<file path="src/rtl/fetch_unit.sv">
// LEGv8 instruction-fetch stage: owns the PC, issues one request at a time to
// a variable-latency instruction memory, and presents fetched words through
// the IF/ID register. A one-entry hold buffer absorbs a response that arrives
// while decode is stalled. Taken branches from decode redirect the PC and
// squash whatever was fetched down the wrong path.
module fetch_unit #(
  parameter logic [63:0] RESET_PC = 64'h0,
  parameter int          PC_STEP  = 4
) (
  input  logic        CLK,
  input  logic        Reset_L,
  output logic        IMemReq,
  output logic [63:0] IMemAddr,
  input  logic        IMemReady,
  input  logic [31:0] IMemData,
  input  logic        Stall,
  input  logic        BranchTaken,
  input  logic [63:0] BusImm,
  output logic [31:0] Instruction,
  output logic [63:0] InstrPC,
  output logic        InstrValid
);

  localparam logic [63:0] STEP = 64'(PC_STEP);

  // S_ISSUE: request in flight this cycle; S_WAIT: awaiting the response;
  // S_DRAIN: awaiting a wrong-path response to throw away;
  // S_HOLD: a response is parked in the hold buffer behind a stalled IF/ID.
  typedef enum logic [1:0] {
    S_ISSUE = 2'd0,
    S_WAIT  = 2'd1,
    S_DRAIN = 2'd2,
    S_HOLD  = 2'd3
  } state_t;

  state_t      state_q, state_d;
  logic [63:0] pc_q, pc_d;
  logic [31:0] instr_d;
  logic [63:0] instr_pc_d;
  logic        valid_d;
  logic [31:0] hold_instr_q, hold_instr_d;
  logic [63:0] hold_pc_q, hold_pc_d;

  logic        consume;
  logic        slot_free;
  logic        redirect;
  logic [63:0] target;

  // Handshake with decode and the branch target; the add wraps modulo 2^64.
  always_comb begin
    consume   = InstrValid & ~Stall;
    slot_free = ~InstrValid | consume;
    redirect  = consume & BranchTaken;
    target    = InstrPC + BusImm;
  end

  // Memory request decodes only registered state, so no input reaches it.
  always_comb begin
    IMemReq  = (state_q == S_ISSUE);
    IMemAddr = pc_q;
  end

  // Next-state, PC, IF/ID and hold-buffer update.
  always_comb begin
    // NOTE: every target gets a default first so no path leaves it unassigned,
    // which would otherwise infer a latch.
    state_d      = state_q;
    pc_d         = pc_q;
    instr_d      = Instruction;
    instr_pc_d   = InstrPC;
    valid_d      = InstrValid & ~consume;
    hold_instr_d = hold_instr_q;
    hold_pc_d    = hold_pc_q;

    unique case (state_q)
      S_ISSUE: begin
        if (redirect) begin
          // The request just issued is down the wrong path; drain it.
          pc_d    = target;
          state_d = S_DRAIN;
        end else begin
          state_d = S_WAIT;
        end
      end

      S_WAIT: begin
        if (redirect) begin
          pc_d    = target;
          state_d = IMemReady ? S_ISSUE : S_DRAIN;
        end else if (IMemReady) begin
          pc_d = pc_q + STEP;
          if (slot_free) begin
            instr_d    = IMemData;
            instr_pc_d = pc_q;
            valid_d    = 1'b1;
            state_d    = S_ISSUE;
          end else begin
            hold_instr_d = IMemData;
            hold_pc_d    = pc_q;
            state_d      = S_HOLD;
          end
        end
      end

      S_DRAIN: begin
        if (IMemReady) begin
          state_d = S_ISSUE;
        end
      end

      S_HOLD: begin
        if (redirect) begin
          hold_instr_d = '0;
          hold_pc_d    = '0;
          pc_d         = target;
          state_d      = S_ISSUE;
        end else if (slot_free) begin
          instr_d    = hold_instr_q;
          instr_pc_d = hold_pc_q;
          valid_d    = 1'b1;
          state_d    = S_ISSUE;
        end
      end

      default: state_d = S_ISSUE;
    endcase
  end

  // State, PC, IF/ID and hold-buffer registers with synchronous reset.
  always_ff @(posedge CLK) begin
    // NOTE: the hold buffer is a handful of flops rather than a RAM, so it is
    // cleared with everything else; reset takes priority over all inputs.
    if (!Reset_L) begin
      state_q      <= S_ISSUE;
      pc_q         <= RESET_PC;
      Instruction  <= '0;
      InstrPC      <= '0;
      InstrValid   <= 1'b0;
      hold_instr_q <= '0;
      hold_pc_q    <= '0;
    end else begin
      // NOTE: non-blocking assignments so every register sees the values from
      // before this edge, independent of statement order.
      state_q      <= state_d;
      pc_q         <= pc_d;
      Instruction  <= instr_d;
      InstrPC      <= instr_pc_d;
      InstrValid   <= valid_d;
      hold_instr_q <= hold_instr_d;
      hold_pc_q    <= hold_pc_d;
    end
  end

endmodule

</file>
<file path="config.mk">
export PLATFORM = sky130hd
export DESIGN_NAME = fetch_unit
export DESIGN_NICKNAME = d
export VERILOG_FILES = /design/src/rtl/fetch_unit.sv
export SDC_FILE = /design/constraint.sdc
export NUM_CORES = 1
export LEC_CHECK = 0
export ABC_AREA = 1
export BUFFER_PORTS_ARGS = -buffer_cell sky130_fd_sc_hd__buf_4
export CAP_MARGIN = 40
export CORE_MARGIN = 5
export CORE_UTILIZATION = 40
export CTS_BUF_LIST = sky130_fd_sc_hd__clkbuf_8
export DETAILED_ROUTE_END_ITERATION = 8
export PLACE_DENSITY_LB_ADDON = 0.3
export SLEW_MARGIN = 20
export SYNTH_ARGS = -nofsm -noshare
export SYNTH_HDL_FRONTEND = slang
export SYNTH_SLANG_ARGS = --single-unit
</file>
<file path="constraint.sdc">
create_clock -name CLK -period 5.9 [get_ports CLK]
set_clock_uncertainty 0.05 [all_clocks]
set_input_delay 0.295 -clock CLK [delete_from_list [all_inputs] [get_ports CLK]]
set_output_delay 0.295 -clock CLK [all_outputs]
set_load 0.05 [all_outputs]
</file>
==> metrics.txt, run 1 <==
total of buffers placed on input and output ports ~260; Crit Reg-Reg Startpoint InstrPC[0]$_SDFFE_PN0P_; leading cell types by total area after synthesis dfxtp_1 (28%), nand2_1 (18%), a21oi_1 (9.8%); Final Hold Slack roughly 66 ps; Final Critical Period between 2000 and 3000 ps; number of enable-type register cells in the synthesized netlist 0; total setup violations reported at the end of the flow 0; most frequently used flop master after synthesis dfxtp_1; count of mapped cells out of synthesis 3045; TNS Setup 0 ps; warning count from the yosys run 0; final worst-path cycle share between 40% and 50%; final non-filler cell total 3926; worst endpoint required time between 6000 and 7000 ps; Distinct cells, synth 47; largest net degree at the start of global routing slightly below 200; clock latency at the later pin of the worst-skew pair between 600 and 700 ps; DP HPWL approximately 54000 um; violation count after the first detailed-route iteration between 1500 and 2000; max-slew violation count 0; number of instances resized during post-cts repair 0; fraction of layout cells with a size suffix above 1 a little over an eighth; average routed wire per standard cell ~18 um; transition time at the pin with the least slew margin 892.1 ps; Crit path arrival time about 3200 ps; mean cell area of the mapped netlist approximately 6 um^2; CTS root buffer clkbuf_8; via count of the routed design 20280; total length of routed wires slightly above 70000 um; maximum VDD drop between 0.0002 and 0.00025 V; number of placed cells counting well taps roughly 3800; depth of the CTS H-tree 2; # Post-CTS Setup Buffers 0; Setup crit end kind flip-flop; remaining global-route overflow 0; hold wc startpoint BusImm[63]; Lkg Pwr around 10 nW; unrepaired setup endpoints after global routing no; router iterations before antenna repair 6; first-pass GRT wire length about 110000 um; total DRC errors in the routed layout 0; all-layer global routing usage about 27%; most frequent cell after synthesis nand2_1; area share of the leading cell type in the synthesized netlist between 20% and 30%; Sink Count 259; Post-Syn Nets ~3200; max-cap check violation count 0; number of antenna-violating nets in the routed design 0; number of hold-slack violations in the final timing report 0; Area growth syn-to-layout 20.83%; number of antenna violations at the first check in global routing 0; nature of the critical path startpoint flip-flop; summed instance area of the synthesized netlist 18200 um^2; proportion of synthesized flip-flops having asynchronous set or reset 0%; DIE AREA 49870 um^2; achievable frequency 364.7 MHz; Antenna Diode Count 0; final weighted congestion in routability-driven placement approximately 1.0; core box area approximately 45000 um^2; critical path peak fanout 4; relative slew slack 40.44%; power density of the placed cells 277.0 nW/um^2; path type of the worst min-delay path in2reg; result of the run completed; fin nets approximately 3500; flip-flop and latch count after synthesis ~260; number of global-route vias before repair about 19000; die height approximately 220 um; vias per cell ~5.2; die boundary width ~220 um; class of the most critical setup path reg2reg; crit path launch InstrPC[0]$_SDFFE_PN0P_; Clk pin slew, worst setup/hold paths roughly 60 ps; Max Root-Sink Buffers 3; number of CTS-inserted buffers 48; number of hold buffers added after CTS 34; largest area contributor in the synthesized netlist dfxtp_1; most frequent cells after synthesis nand2_1 (854), inv_1 (461), a21oi_1 (357), dfxtp_1 (259), o21ai_0 (245); Initial Util between 40% and 50%; clock tree from TritonCTS built; num ports ~260; part of the Yosys area used for sequential elements between 20 and 30%; number of rows created at floorplan ~80
## sequential cells by signal, indices dropped and copies added (netlist names)
| name | cells |
|---|---|
| IMemAddr | 64 |
| InstrPC | 64 |
| hold_pc_q | 64 |
| Instruction | 32 |
| hold_instr_q | 32 |
| state_q | 2 |
| InstrValid | 1 |
## layer usage
layer,vias up,track usage (%),part of all wire [%]
li1,10280,-,-
met1,9129,36.47,44
met2,733,43.04,45
met3,141,6.224,8.1
met4,0,9.960,3.8
met5,-,0,0
## final cells by class
cell class	instances	area [um^2]
clock inverters	30	216.5
inverters	468	1757
repair buffers	312	2505
flip-flops and latches	259	5185
clock buffers	58	798.3
multi-input cells	2199	10780
well taps	600	750.7
fillers	4775	23190
## path summary, 6_finish.rpt
check / cells after the start / slack, ps / endpoint
setup / recovery: 17 / 3160 / IMemAddr[62]$_SDFFE_PN0P_
hold reg to reg: 2 / 390 / hold_pc_q[57]$_SDFFE_PN0P_
setup reg to reg: 17 / 3160 / IMemAddr[62]$_SDFFE_PN0P_
hold / removal: 6 / 70 / IMemAddr[63]$_SDFFE_PN0P_
## power breakdown
group | switching (mW) | internal (mW)
clock | 0.855 | 0.991
combinational | 1.53 | 0.649
sequential | 0.182 | 1.89
## layout by cell type (no fill, tap or decap), drive strengths merged, types with 15 or more instances in the layout
master	count
dlygate4sd3	34
o21bai	15
nor2	238
nand4	33
ha	68
inv	481
buf	278
xor2	20
clkinv	15
a21oi	359
clkbuf	58
nand2	862
nand3	155
dfxtp	259
or2	60
nor3	44
a31oi	61
o21ai	253
## kinds of logic (layout without fill, tap and decap cells)
kind of cell | after synthesis | in the layout | synth area share, %
compound gates | 697 | 697 | 19.96
xor+xnor | 22 | 22 | 1.059
fa+ha+maj | 69 | 69 | 4.785
buf+inv | 587 | 868 | 12.51
flops | 259 | 259 | 28.49
simple gates | 1411 | 1411 | 33.20
## stage by stage
| stage | worst slack [ps] | power (mW) | area, um^2 | utilization [%] |
|---|---|---|---|---|
| 2_1_floorplan | 3369 | 3.472 | 18200 | - |
| 3_3_place_gp | 3163 | 4.211 | 20540 | 45.46 |
| 3_5_place_dp | 3181 | 4.221 | 20640 | 45.67 |
| 4_1_cts | 3180 | 6.112 | 21990 | 48.67 |
| 5_1_grt | 2936 | 6.421 | 21990 | 48.67 |
| 6_report | 3158 | 6.092 | 21990 | 48.67 |
## worst max-delay path: stages (launching register included)
cell and delay (ps):
dfxtp_1 350, ha_1 280, inv_1 80, fa_1 410
inv_1 90, nand3_1 60, nand2_1 130, nand2_1 80
nand2_1 80, nand2_1 60, nand2_1 180, nand2_1 80
nand2_1 200, nand2_1 150, a21oi_1 160, nor2_1 80
nor2_1 80, nor2_1 40
Note: power is estimated with default switching activity, not from simulation.
==> inputs of run 2 (changes only) <==
==> constraint.sdc (replaced) <==
create_clock -name CLK -period 2.85 [get_ports CLK]
set_clock_uncertainty 0.05 [all_clocks]
set_input_delay 0.1425 -clock CLK [delete_from_list [all_inputs] [get_ports CLK]]
set_output_delay 0.1425 -clock CLK [all_outputs]
set_load 0.05 [all_outputs]
==> run 2 against run 1 <==
  * Die area unchanged
  * Global-route usage rose by 0.60 points
  * Combinational power grew 120%
  * Total power is 110% higher
  * Hold slack got worse by 37 ps
  * Worst setup slack got worse by 2900 ps
  * Clock power rose by 110%
  * Flip-flop and latch count did not move
  * Wire length grew 3.0%
  * Non-clock buffer count up 47
  * Critical path type unchanged
  * Critical endpoint is now IMemAddr[63]$_SDFFE_PN0P_
==> metrics.txt, run 2 (synthesized netlist as in run 1, its figures left out) <==
achievable frequency 379.5 MHz; vias per cell 5.196; clock tree from TritonCTS built; Sink Count about 260; Clk pin slew, worst setup/hold paths around 70 ps; violation count after the first detailed-route iteration roughly 2100; Max Root-Sink Buffers 3; Crit path arrival time 3190 ps; fraction of layout cells with a size suffix above 1 roughly 14%; fin nets between 3000 and 4000; Worst R2R Setup Slack between 200 and 250 ps; number of hold-slack violations in the final timing report 0; total setup violations reported at the end of the flow 0; final weighted congestion in routability-driven placement between 1 and 1.5; router iterations before antenna repair 6; class of the most critical setup path reg2reg; DP HPWL around 55000 um; via count of the routed design around 21000; num ports roughly 260; Area growth syn-to-layout 23.05%; CTS root buffer clkbuf_8; number of antenna-violating nets in the routed design 0; Final Critical Period around 2600 ps; TNS Setup 0 ps; most frequent cells in the layout nand2_1 (853), inv_1 (476), a21oi_1 (357); total length of routed wires 72630 um; number of global-route vias before repair between 15000 and 20000; max-cap check violation count 0; Final Hold Slack between 20 and 30 ps; core box area ~45000 um^2; Setup crit end kind flip-flop; path type of the worst min-delay path in2reg; die boundary width approximately 220 um; Lkg Pwr 10.58 nW; max-slew violation count 0; Initial Util between 40% and 50%; number of rows created at floorplan 78; multi-input gate area in the final layout ~11000 um^2; transition time at the pin with the least slew margin between 800 and 900 ps; commonest non-fill, non-tap cell in the layout nand2_1; final non-filler cell total 3969; nature of the critical path startpoint flip-flop; largest net degree at the start of global routing 191; critical path peak fanout 6; depth of the CTS H-tree 2; total DRC errors in the routed layout 0; maximum VDD drop 0.0003281 V; DIE AREA between 40000 and 50000 um^2; number of CTS-inserted buffers 48; count of fill cells added during filler insertion approximately 4800; final worst-path cycle share 92.45%; first-pass GRT wire length 110600 um; sequential standard cell area slightly above 5000 um^2; die height about 220 um; total of buffers placed on input and output ports 262; worst endpoint required time around 3400 ps; remaining global-route overflow 0; clock latency at the later pin of the worst-skew pair just under 700 ps; total power of the final layout 12.75 mW; relative slew slack approximately 46%; average routed wire per standard cell about 18 um; unrepaired setup endpoints after global routing no; all-layer global routing usage 27.84%; result of the run completed; number of placed cells counting well taps between 3000 and 4000; power density of the placed cells around 570 nW/um^2; number of antenna violations at the first check in global routing 2
[run 2: area by class of cell]
type	instances	share of cell area, %
multi-input combinational	2199	48.14
sequential	259	23.15
timing repair buffer	359	13.10
inverter	468	7.844
clock buffer	55	3.380
tap	600	3.352
clock inverter	28	1.022
antenna	1	0.01117
[run 2: critical path, stage by stage (launching register included)]
cell,delay [ps]
dfxtp_1,350
ha_1,450
nand2_1,80
inv_1,100
nand2_1,130
nor3_1,390
inv_1,110
nor3_1,340
nand2_1,200
nand2_1,100
nand2_1,50
nand3_1,60
nand2_1,50
a21oi_1,110
[run 2: where the power goes]
| group | total, mW | switching, mW | internal (mW) |
|---|---|---|---|
| Sequential | 4.23 | 0.319 | 3.91 |
| Clock | 3.83 | 1.78 | 2.05 |
| Combinational | 4.69 | 3.28 | 1.42 |
| Total | 12.7 | 5.37 | 7.38 |
[run 2: repair_timing]
action	in CTS	in global routing
resized for setup	0	1
setup endpoints to repair	0	5
endpoints found under the hold margin	77	20
hold buffers	44	1
setup buffers	0	0
[run 2: metal layers]
metal  vias to the layer above  track usage (%)  wire [um]
met4                         2            10.43       2820
li1                      10370                -          -
met2                       816            44.20      31950
met5                         -                0          7
met1                      9268            36.91      31050
met3                       164            6.474       6800
[run 2: final timing paths]
kind / startpoint / end / cells past startpoint
hold reg to reg: hold_pc_q[6]$_SDFFE_PN0P_ / InstrPC[6]$_SDFFE_PN0P_ / 2
setup reg to reg: InstrPC[49]$_SDFFE_PN0P_ / IMemAddr[63]$_SDFFE_PN0P_ / 13
hold / removal: BusImm[18] / IMemAddr[18]$_SDFFE_PN0P_ / 5
setup / recovery: InstrPC[49]$_SDFFE_PN0P_ / IMemAddr[63]$_SDFFE_PN0P_ / 13
[run 2: through the flow]
| stage | utilization (%) | area [um^2] | worst slack (ps) |
|---|---|---|---|
| 3_5_place_dp | 46.33 | 20930 | 238.1 |
| 5_1_grt | 49.56 | 22390 | 20.42 |
| 6_report | 49.56 | 22400 | 215.1 |
| 4_1_cts | 49.49 | 22360 | 258.6 |
| 2_1_floorplan | - | 18200 | 318.9 |
| 3_3_place_gp | 46.28 | 20910 | 278.1 |
==> inputs of run 3 (changes only) <==
--- a/config.mk
+++ b/config.mk
@@ -13,6 +13,7 @@
 export CTS_BUF_LIST = sky130_fd_sc_hd__clkbuf_8
 export DETAILED_ROUTE_END_ITERATION = 8
 export PLACE_DENSITY_LB_ADDON = 0.3
+export SETUP_SLACK_MARGIN = 0.3
 export SLEW_MARGIN = 20
 export SYNTH_ARGS = -nofsm -noshare
 export SYNTH_HDL_FRONTEND = slang
==> run 3 against run 2 <==
  * Clock power about the same
  * Combinational power up 0.9%
  * Critical path depth unchanged
  * Final area up 0.48%
  * Via count up 0.83%
  * Wire length up 0.14%
  * Register-to-register slack better by 120 ps
  * Clock-buffer cell count unchanged
  * Critical path type unchanged
==> metrics.txt, run 3 (synthesized netlist as in run 1, its figures left out) <==
DIE AREA 49870 um^2; count of buffer and inverter cells on the critical path 0; clock latency at the later pin of the worst-skew pair around 700 ps; share of power burned in the clock network between 20 and 30%; Crit path arrival time about 3100 ps; average routed wire per standard cell roughly 18 um; max-slew violation count 0; Initial Util between 40% and 50%; total length of routed wires around 73000 um; result of the run completed; pre-CTS setup slack 238.1 ps; total of buffers placed on input and output ports 262; core box area approximately 45000 um^2; power density of the placed cells approximately 570 nW/um^2; final worst-path cycle share 88.11%; fraction of layout cells with a size suffix above 1 15.23%; number of global-route vias before repair ~19000; unrepaired setup endpoints after global routing yes; cell mode on critical path nand2_1; first-pass GRT wire length 110600 um; CTS root buffer clkbuf_8; Worst R2R Setup Slack ~340 ps; num ports 263; Worst Setup Slack, final between 300 and 400 ps; largest incremental delay on the critical path approximately 370 ps; fraction of power consumed by sequential logic 33.1%; total DRC errors in the routed layout 0; depth of the CTS H-tree 2; die boundary width 223.3 um; Lkg Pwr approximately 11 nW; Clk pin slew, worst setup/hold paths ~60 ps; family of cells with the greatest summed delay on the critical path simple AND/OR/NAND/NOR gates; transition time at the pin with the least slew margin ~840 ps; achievable frequency 398.2 MHz; class of the most critical setup path reg2reg; TNS Setup 0 ps; number of antenna-violating nets in the routed design 0; final weighted congestion in routability-driven placement 1.014; largest net degree at the start of global routing about 190; die height 223.3 um; power spent charging and discharging nets between 5 and 6 mW; number of antenna violations at the first check in global routing 2; nature of the critical path startpoint flip-flop; Area growth syn-to-layout 23.64%; max-cap check violation count 0; fin nets between 3000 and 4000; violation count after the first detailed-route iteration between 2000 and 2500; number of hold-slack violations in the final timing report 0; final non-filler cell total slightly below 4000; switching power share of the total a little over two fifths; number of placed cells counting well taps about 3800; commonest non-fill, non-tap cell in the layout nand2_1; Setup crit end kind flip-flop; all-layer global routing usage between 20 and 30%; most frequent cells in the layout nand2_1 (847), inv_1 (476), a21oi_1 (355); path type of the worst min-delay path in2reg; number of CTS-inserted buffers 48; relative contribution of combinational cells to total power a little under two fifths; maximum VDD drop around 0.00033 V; via count of the routed design 20800; Final Critical Period between 2000 and 3000 ps; Max Root-Sink Buffers 3; Sink Count between 200 and 300; clock tree from TritonCTS built; relative slew slack between 40% and 50%; worst endpoint required time between 3000 and 4000 ps; ordered list of cells on the worst path ha_1 -> nand2_1 -> nor2_1 -> nand3_1 -> nand2_1 -> nand2_1 -> nand2_1 -> nand2_1 -> nand2_1 -> nand2_1 -> nand4_1 -> nand3_1 -> a21oi_2; crit path max-delay cell type ha_1; remaining global-route overflow 0; DP HPWL ~55000 um; total setup violations reported at the end of the flow 0; P_int roughly 7.4 mW; vias per cell about 5.2; number of rows created at floorplan between 70 and 80; critical path peak fanout 5; router iterations before antenna repair 5
[run 3: cell counts in the layout (fill, tap and decap cells not counted)]
Identical to the previous run, type by type.
[run 3: worst paths after layout]
| path | from | end | depth (start not counted) |
|---|---|---|---|
| setup / recovery | InstrPC[6]$_SDFFE_PN0P_ | IMemAddr[51]$_SDFFE_PN0P_ | 13 |
| hold / removal | BusImm[52] | IMemAddr[52]$_SDFFE_PN0P_ | 5 |
| setup reg to reg | InstrPC[6]$_SDFFE_PN0P_ | IMemAddr[51]$_SDFFE_PN0P_ | 13 |
| hold reg to reg | hold_pc_q[6]$_SDFFE_PN0P_ | InstrPC[6]$_SDFFE_PN0P_ | 2 |
[run 3: power by group through the flow]
stage | clock network (mW) | registers (mW) | logic, mW
5_1_grt | 4.06 | 4.26 | 5.09
6_report | 3.82 | 4.23 | 4.73
4_1_cts | 3.89 | 4.21 | 4.62
3_5_place_dp | 0 | 4.28 | 4.55
2_1_floorplan | 0 | 5.07 | 2.11
3_3_place_gp | 0 | 4.28 | 4.56
[run 3: stage by stage]
stage	utilization (%)	total power, mW	hold WS, ps	area [um^2]
5_1_grt	49.80	13.42	14.23	22500
3_5_place_dp	46.33	8.839	386.8	20930
2_1_floorplan	-	7.188	267.1	18200
6_report	49.80	12.78	31.68	22500
3_3_place_gp	46.28	8.840	382.7	20910
4_1_cts	49.49	12.72	2.694	22360
[run 3: timing repair]
action | 4_1_cts | 5_1_grt
hold buffers | 44 | 1
pin swaps | 0 | 0
buffers inserted | 0 | 0
gates resized for setup | 1 | 32
setup endpoints to repair | 9 | 32
hold endpoints to repair | 77 | 20
[run 3: tightest hold or removal path, cell delays in order]
cell and delay [ps]:
buf_4 80, ha_2 260, nand2_1 70, nand3_1 80, a21oi_1 60
[run 3: layer usage]
layer / vias up / share of wire, % / global-route usage (%)
met4: 0 / 3.8 / 10.43
li1: 10380 / - / -
met3: 152 / 9.2 / 6.474
met2: 860 / 44 / 44.20
met1: 9405 / 43 / 36.91
met5: - / 0 / 0
[run 3: area by class of cell]
class / instances / area [um^2]
Sequential cell: 259 / 5191
Inverter: 468 / 1757
Tap cell: 600 / 750.7
Fill cell: 4786 / 22680
Clock buffer: 55 / 757.0
Timing Repair Buffer: 359 / 2933
Clock inverter: 28 / 229.0
Antenna cell: 1 / 2.502
Multi-Input combinational cell: 2199 / 10880
